File: src/rtl/hit_rate_monitor.sv
// rtl/hit_rate_monitor.sv - per-second hit counter with valid/ack publish, overrun flag and busy-run alarm
// Optional HIT_RATE_PEAK_EN builds a running peak of published rates on o_peak.
module hit_rate_monitor #(
   parameter int CNT_W  = 14,
   parameter int THRESH = 5000,
   parameter int CONSEC = 3
) (
   input  logic             i_clk,
   input  logic             i_rst,
   input  logic             i_sec_pulse,
   input  logic             i_hit,
   input  logic             i_ack,
   output logic [CNT_W-1:0] o_rate,
   output logic             o_rate_valid,
   output logic             o_overrun,
   output logic             o_alarm,
   output logic [CNT_W-1:0] o_peak
);

   typedef enum logic {ALIGN, RUN} state_t;

   localparam logic [CNT_W-1:0] CNT_MAX  = {CNT_W{1'b1}};
   localparam logic [CNT_W-1:0] THRESH_V = CNT_W'(THRESH);
   localparam logic [3:0]       CONSEC_V = 4'(CONSEC);

   state_t           state_q, state_d;
   logic [CNT_W-1:0] count_q, count_d;
   logic [CNT_W-1:0] rate_q, rate_d;
   logic             valid_q, valid_d;
   logic             overrun_q, overrun_d;
   logic [3:0]       run_q, run_d;
   logic             alarm_q, alarm_d;
   logic [CNT_W-1:0] result;
   logic             load;

   // Hit on the pulse cycle is folded into the closing window's result.
   assign result = (i_hit && (count_q != CNT_MAX)) ? count_q + 1'b1 : count_q;
   assign load   = (state_q == RUN) && i_sec_pulse;

   always_comb begin
      state_d   = state_q;
      count_d   = count_q;
      rate_d    = rate_q;
      valid_d   = valid_q;
      overrun_d = overrun_q;
      run_d     = run_q;
      alarm_d   = alarm_q;

      case (state_q)
         ALIGN: begin
            count_d = '0;
            if (i_sec_pulse) state_d = RUN;
         end
         RUN: begin
            count_d = i_sec_pulse ? '0 : result;
         end
         default: state_d = ALIGN;
      endcase

      if (valid_q && i_ack) valid_d = 1'b0;

      if (load) begin
         rate_d  = result;
         valid_d = 1'b1;
         if (valid_q && !i_ack) overrun_d = 1'b1;
         if (result >= THRESH_V)
            run_d = (run_q >= CONSEC_V) ? CONSEC_V : run_q + 4'd1;
         else
            run_d = 4'd0;
         alarm_d = (run_d == CONSEC_V);
      end
   end

   always_ff @(posedge i_clk or posedge i_rst) begin
      if (i_rst) begin
         state_q   <= ALIGN;
         count_q   <= '0;
         rate_q    <= '0;
         valid_q   <= 1'b0;
         overrun_q <= 1'b0;
         run_q     <= 4'd0;
         alarm_q   <= 1'b0;
      end else begin
         state_q   <= state_d;
         count_q   <= count_d;
         rate_q    <= rate_d;
         valid_q   <= valid_d;
         overrun_q <= overrun_d;
         run_q     <= run_d;
         alarm_q   <= alarm_d;
      end
   end

`ifdef HIT_RATE_PEAK_EN
   logic [CNT_W-1:0] peak_q, peak_d;

   always_comb begin
      peak_d = peak_q;
      if (load && (result > peak_q)) peak_d = result;
   end

   always_ff @(posedge i_clk or posedge i_rst) begin
      if (i_rst) peak_q <= '0;
      else       peak_q <= peak_d;
   end

   assign o_peak = peak_q;
`else
   assign o_peak = '0;
`endif

   assign o_rate       = rate_q;
   assign o_rate_valid = valid_q;
   assign o_overrun    = overrun_q;
   assign o_alarm      = alarm_q;

endmodule

File: config.mk
export PLATFORM = sky130hd
export DESIGN_NAME = hit_rate_monitor
export DESIGN_NICKNAME = d
export VERILOG_FILES = /design/src/rtl/hit_rate_monitor.sv
export SDC_FILE = /design/constraint.sdc
export NUM_CORES = 1
export LEC_CHECK = 0
export BUFFER_PORTS_ARGS = -buffer_cell sky130_fd_sc_hd__buf_2
export CORE_MARGIN = 3
export CORE_UTILIZATION = 30
export CTS_BUF_LIST = sky130_fd_sc_hd__clkbuf_16
export CTS_CLUSTER_SIZE = 28
export DETAILED_ROUTE_END_ITERATION = 10
export MAX_ROUTING_LAYER = met4
export SKIP_CTS_REPAIR_TIMING = 1
export SLEW_MARGIN = 20
export SYNTH_ARGS = -nofsm -noshare
export SYNTH_HDL_FRONTEND = slang
export SYNTH_SLANG_ARGS = --single-unit
File: constraint.sdc
create_clock -name i_clk -period 2.4 [get_ports i_clk]
set_input_delay 0.48 -clock i_clk [delete_from_list [all_inputs] [get_ports i_clk]]
set_output_delay 0.48 -clock i_clk [all_outputs]
set_load 0.05 [all_outputs]
== After elaboration in Yosys (flattened, before gate mapping) ==
Cells that the tools add are included.
Storage, ports and cells
  register bits: 36
  input bits: 5
  output and inout port bits: 31
  logic and storage cells: 31
Operators by class
  $add $sub $neg: 2
  magnitude comparators: 2
  eq/ne operators: 2
  multiplexer cells: 10
  bitwise logic cells: 1
  reduce and logical (&&, ||, !) cells: 7
Operator list (number)
  $mux 14: 2
  $pmux 14 s2: 1
  $add 14x1->14 const B: 1
  $ge 14x13->1 const B: 1
  $ne 14x14->1 const B: 1
  $mux 4: 3
  $add 4x1->4 const B: 1
  $eq 4x2->1 const B: 1
  $ge 4x2->1 const B: 1
  $logic_and 1x1->1: 4
  $mux 1: 4
  $reduce_and 2->1: 1
  $reduce_bool 2->1: 1
  $logic_not 1->1: 1
  $not 1->1: 1

== Depth between registers and ports, before layout ==
  word-level depth: 7
  gate-level depth with buffers: 7
  gate-level depth less buffers: 7

== Least setup slack after synthesis ==
OpenSTA, ideal clock, no wires.
  path type: register to register
  from: register count_q[0]
  to: register run_q[0]
  setup time: 0.094 ns
  data arrival time: 2.211 ns
  required time: 2.306 ns
  path slack: 0.095 ns
  cell stages (with the launch flop): 8
  path buffers: 0
  clock period less this slack: 2.305 ns
  path through: dfrtp_1 -> ha_1 -> nand2_4 -> a311o_1 -> or3_1 -> a211o_1 -> a221o_1 -> a221oi_2
On the way
  longest elaborated chain between the ends: 6
  elaborated cells on any way between the ends: 7
  classes of those cells: add/sub: 1; order compare: 1; eq/ne: 1; mux: 3; reduce/logical: 1
Ends and longest elaborated chain
  start, declared: line 27  | logic [CNT_W-1:0] count_q, count_d;
  start signal, assigned: line 85  | count_q <= count_d;
  branches (longest 2 deep; another with $add 14x1->14)
  $mux 14 *: line 37  | assign result = (i_hit && (count_q != CNT_MAX)) ? count_q + 1'b1 : count_q;
  $ge 14x13->1 *: line 66  | if (result >= THRESH_V)
  $mux 4 *: line 66
  $mux 4 *: line 62  | if (load) begin
  end signal, assigned: line 89  | run_q <= run_d;
  end, declared: line 31  | logic [3:0] run_q, run_d;
Mark *: on every way between the ends. The select of a mux whose other input is x is not followed.
A chain may end at the register's enable or synchronous reset.

== Worst setup path after layout ==
  from: register count_q[13]
  to: register run_q[0]
The elaborated chain is that of the path after synthesis.

==> metrics.txt <==
Critical Path RT 2580 ps; Max Clk Rate 436 MHz; Core Area about 5600 µm²; TritonCTS Buffers 5; maximum clock path buffer count 2; number of cells on the critical path 6; hold slack between 200 and 300 ps; Die H just over 80 µm; unrepaired setup endpoints after global routing false; initial core utilization 31.6%; Crit-path slowest cell a311o_1; Min-Delay Path Class primary input to async pin; Final GP Congestion 0.817; clk_skew ~6 ps; Avg WL per Cell between 10 and 15 µm; Worst Path Buf+Inv 0; FF-to-FF End run_q[0]; Pins Over Slew Limit 0; Worst-Margin Slew between 500 and 600 ps; HPWL after DPL between 2 and 3 mm; I/O Pins 36; Syn Inst Count between 150 and 200; share of layout cells above drive strength 1 24.5%; total gr overflow 0; EDFF count, synth 0; critical path's largest stage delay 380 ps; crit path capture run_q[0]; DRT iter0 DRCs 64; fin util 38.7%; GRT Total Usage 11.0%; Setup-failing EPs final 0; final hold viol count 0; Worst path top cell family by delay compound AO/OA/AOI/OAI gates; CP startpoint count_q[13]; final wirelength roughly 3.4 mm; largest net degree at the start of global routing 37; fin crit share between 90% and 100%; final instance area between 2000 and 2500 µm²; Routed Antenna Nets 0; synthesized cell area around 1800 µm²; number of antenna violations at the first check in global routing 0; PortBufs 21; CP endpoint kind flop; synthesis-to-finish area growth 22.4%; leak pwr about 0.001 µW; Peak VDD IR between 0.3 and 0.4 mV; CTS tree built; Setup crit start kind flop; worst reg2reg path depth 6; Vias roughly 1300; Vias/cell 4.52; Setup Crit Path Kind flop to flop; worst skew pair latency about 270 ps; status completed; Critical Path Fanout Max 3; Slew headroom between 60% and 70%; fin nets about 230; Placed Area 2010 µm²; vias in the first global route 1327; Ys Warns 0; die area roughly 7000 µm²; Seq/Total Area, Yosys between 50% and 60%; die width 82.9 µm; predominant post-synthesis flop cell dfrtp_1; fin crit period 2290 ps; CTS Sinks 36; Reg clk slew, reported paths approximately 50 ps; flop2flop setup slack 110 ps; synth unique cells 35; maxcap violations 0; crit-path cells and3_2, a311o_1, or3_1, a211o_1, a221o_1, a221oi_2; pwr dens about 640 nW/µm²; #FFs+latches synth 36; syn avg cell area about 9.8 µm²; Rows 27; diode count 0; clk root buf clkbuf_16; H-tree depth 2; Worst EP arrival 2470 ps; DRC errors left 0; drt pass-1 iters 4; first-pass GRT wire length 5.98 mm; R2R Path Start count_q[13]; asr flop ratio synth 100%
## layout by cell type, fill, tap and decap left out, types with 5 or more instances in the layout
cell type	n
conb_1	14
buf_4	16
clkbuf_16	5
nand2_1	22
mux2i_1	5
dfrtp_1	36
nor2_1	15
a21oi_1	7
o21ai_0	16
inv_1	7
buf_2	21
nand4_1	5
xor2_1	5
nand3_1	6
## layout make-up
class / count / area (µm²)
Fill cell: 598 / 3440
Inverter: 5 / 18.8
Tap cell: 72 / 90.1
Clock inverter: 3 / 11.3
Multi-Input combinational cell: 134 / 800
Sequential cell: 36 / 901
Clock buffer: 5 / 125
Timing Repair Buffer: 37 / 225
## synthesized netlist by cell type (2+ instances only)
master | count | area share (%)
xnor2_1 | 4 | 2.0
nor2b_1 | 2 | 0.71
nand3_1 | 6 | 1.7
mux2_2 | 2 | 1.3
inv_1 | 5 | 1.1
nor4_1 | 3 | 1.1
xor2_1 | 5 | 2.5
or2_2 | 2 | 0.71
nor2_1 | 15 | 3.2
ha_1 | 2 | 1.4
nand2_1 | 22 | 4.7
o31a_2 | 2 | 1.1
dfrtp_1 | 36 | 51
mux2i_1 | 5 | 2.8
nand4_1 | 5 | 1.8
clkbuf_1 | 4 | 0.85
buf_4 | 14 | 5.9
nand2b_1 | 3 | 1.1
o21ai_0 | 16 | 4.5
nor3_1 | 5 | 1.4
and2_1 | 2 | 0.71
a21oi_1 | 7 | 2.0
## state kept, by name, summed over array words and instances (netlist names)
register      flops
o_alarm           1
state_q           1
o_rate           14
o_rate_valid      1
run_q             4
count_q          14
o_overrun         1
## per-layer routing
metal	vias up	track usage [%]	routed length, µm
met1	625	13.1	1600
li1	668	-	-
met4	0	4.31	23
met5	-	-	0
met2	26	17.0	1610
met3	2	3.77	153
## where the power goes
part	internal [µW]	switching, µW
Sequential	622	10.6
Clock	373	221
Combinational	34.8	128
Total	1030	360
## worst register-to-register path, delay by kind of cell (launching register included)
family          cells  cell delay [ps]
flops               1              370
simple gates        2              530
compound gates      4             1290
## cell families after synthesis
| group | count (synthesis) | share of synthesized area, % |
|---|---|---|
| buf+inv | 23 | 7.83 |
| flops | 36 | 50.8 |
| xor+xnor | 9 | 4.45 |
| fa+ha+maj | 2 | 1.41 |
| mux | 7 | 4.09 |
| other cells | 1 | 0.212 |
| compound gates | 31 | 10.9 |
| simple gates | 71 | 20.3 |
## through the flow
step	total power [µW]	std cells	worst slack, ps	setup TNS, ps
3_3_place_gp	801	283	86.3	0
4_1_cts	1410	291	-2.11	-2.11
5_1_grt	1460	292	3.40	0
6_report	1390	292	106	0
3_5_place_dp	803	283	10.5	0
2_1_floorplan	786	193	95.5	0
## how the worst min path moves through the flow
stage | to | cells past startpoint
after CTS | o_rate[13] | 3
after detailed placement | o_overrun | 1
after floorplan | run_q[3] | 1
final | o_rate[13] | 3
after global routing | o_rate[11] | 3
after global placement | o_overrun | 1
Power figures use the tool's default switching activity.
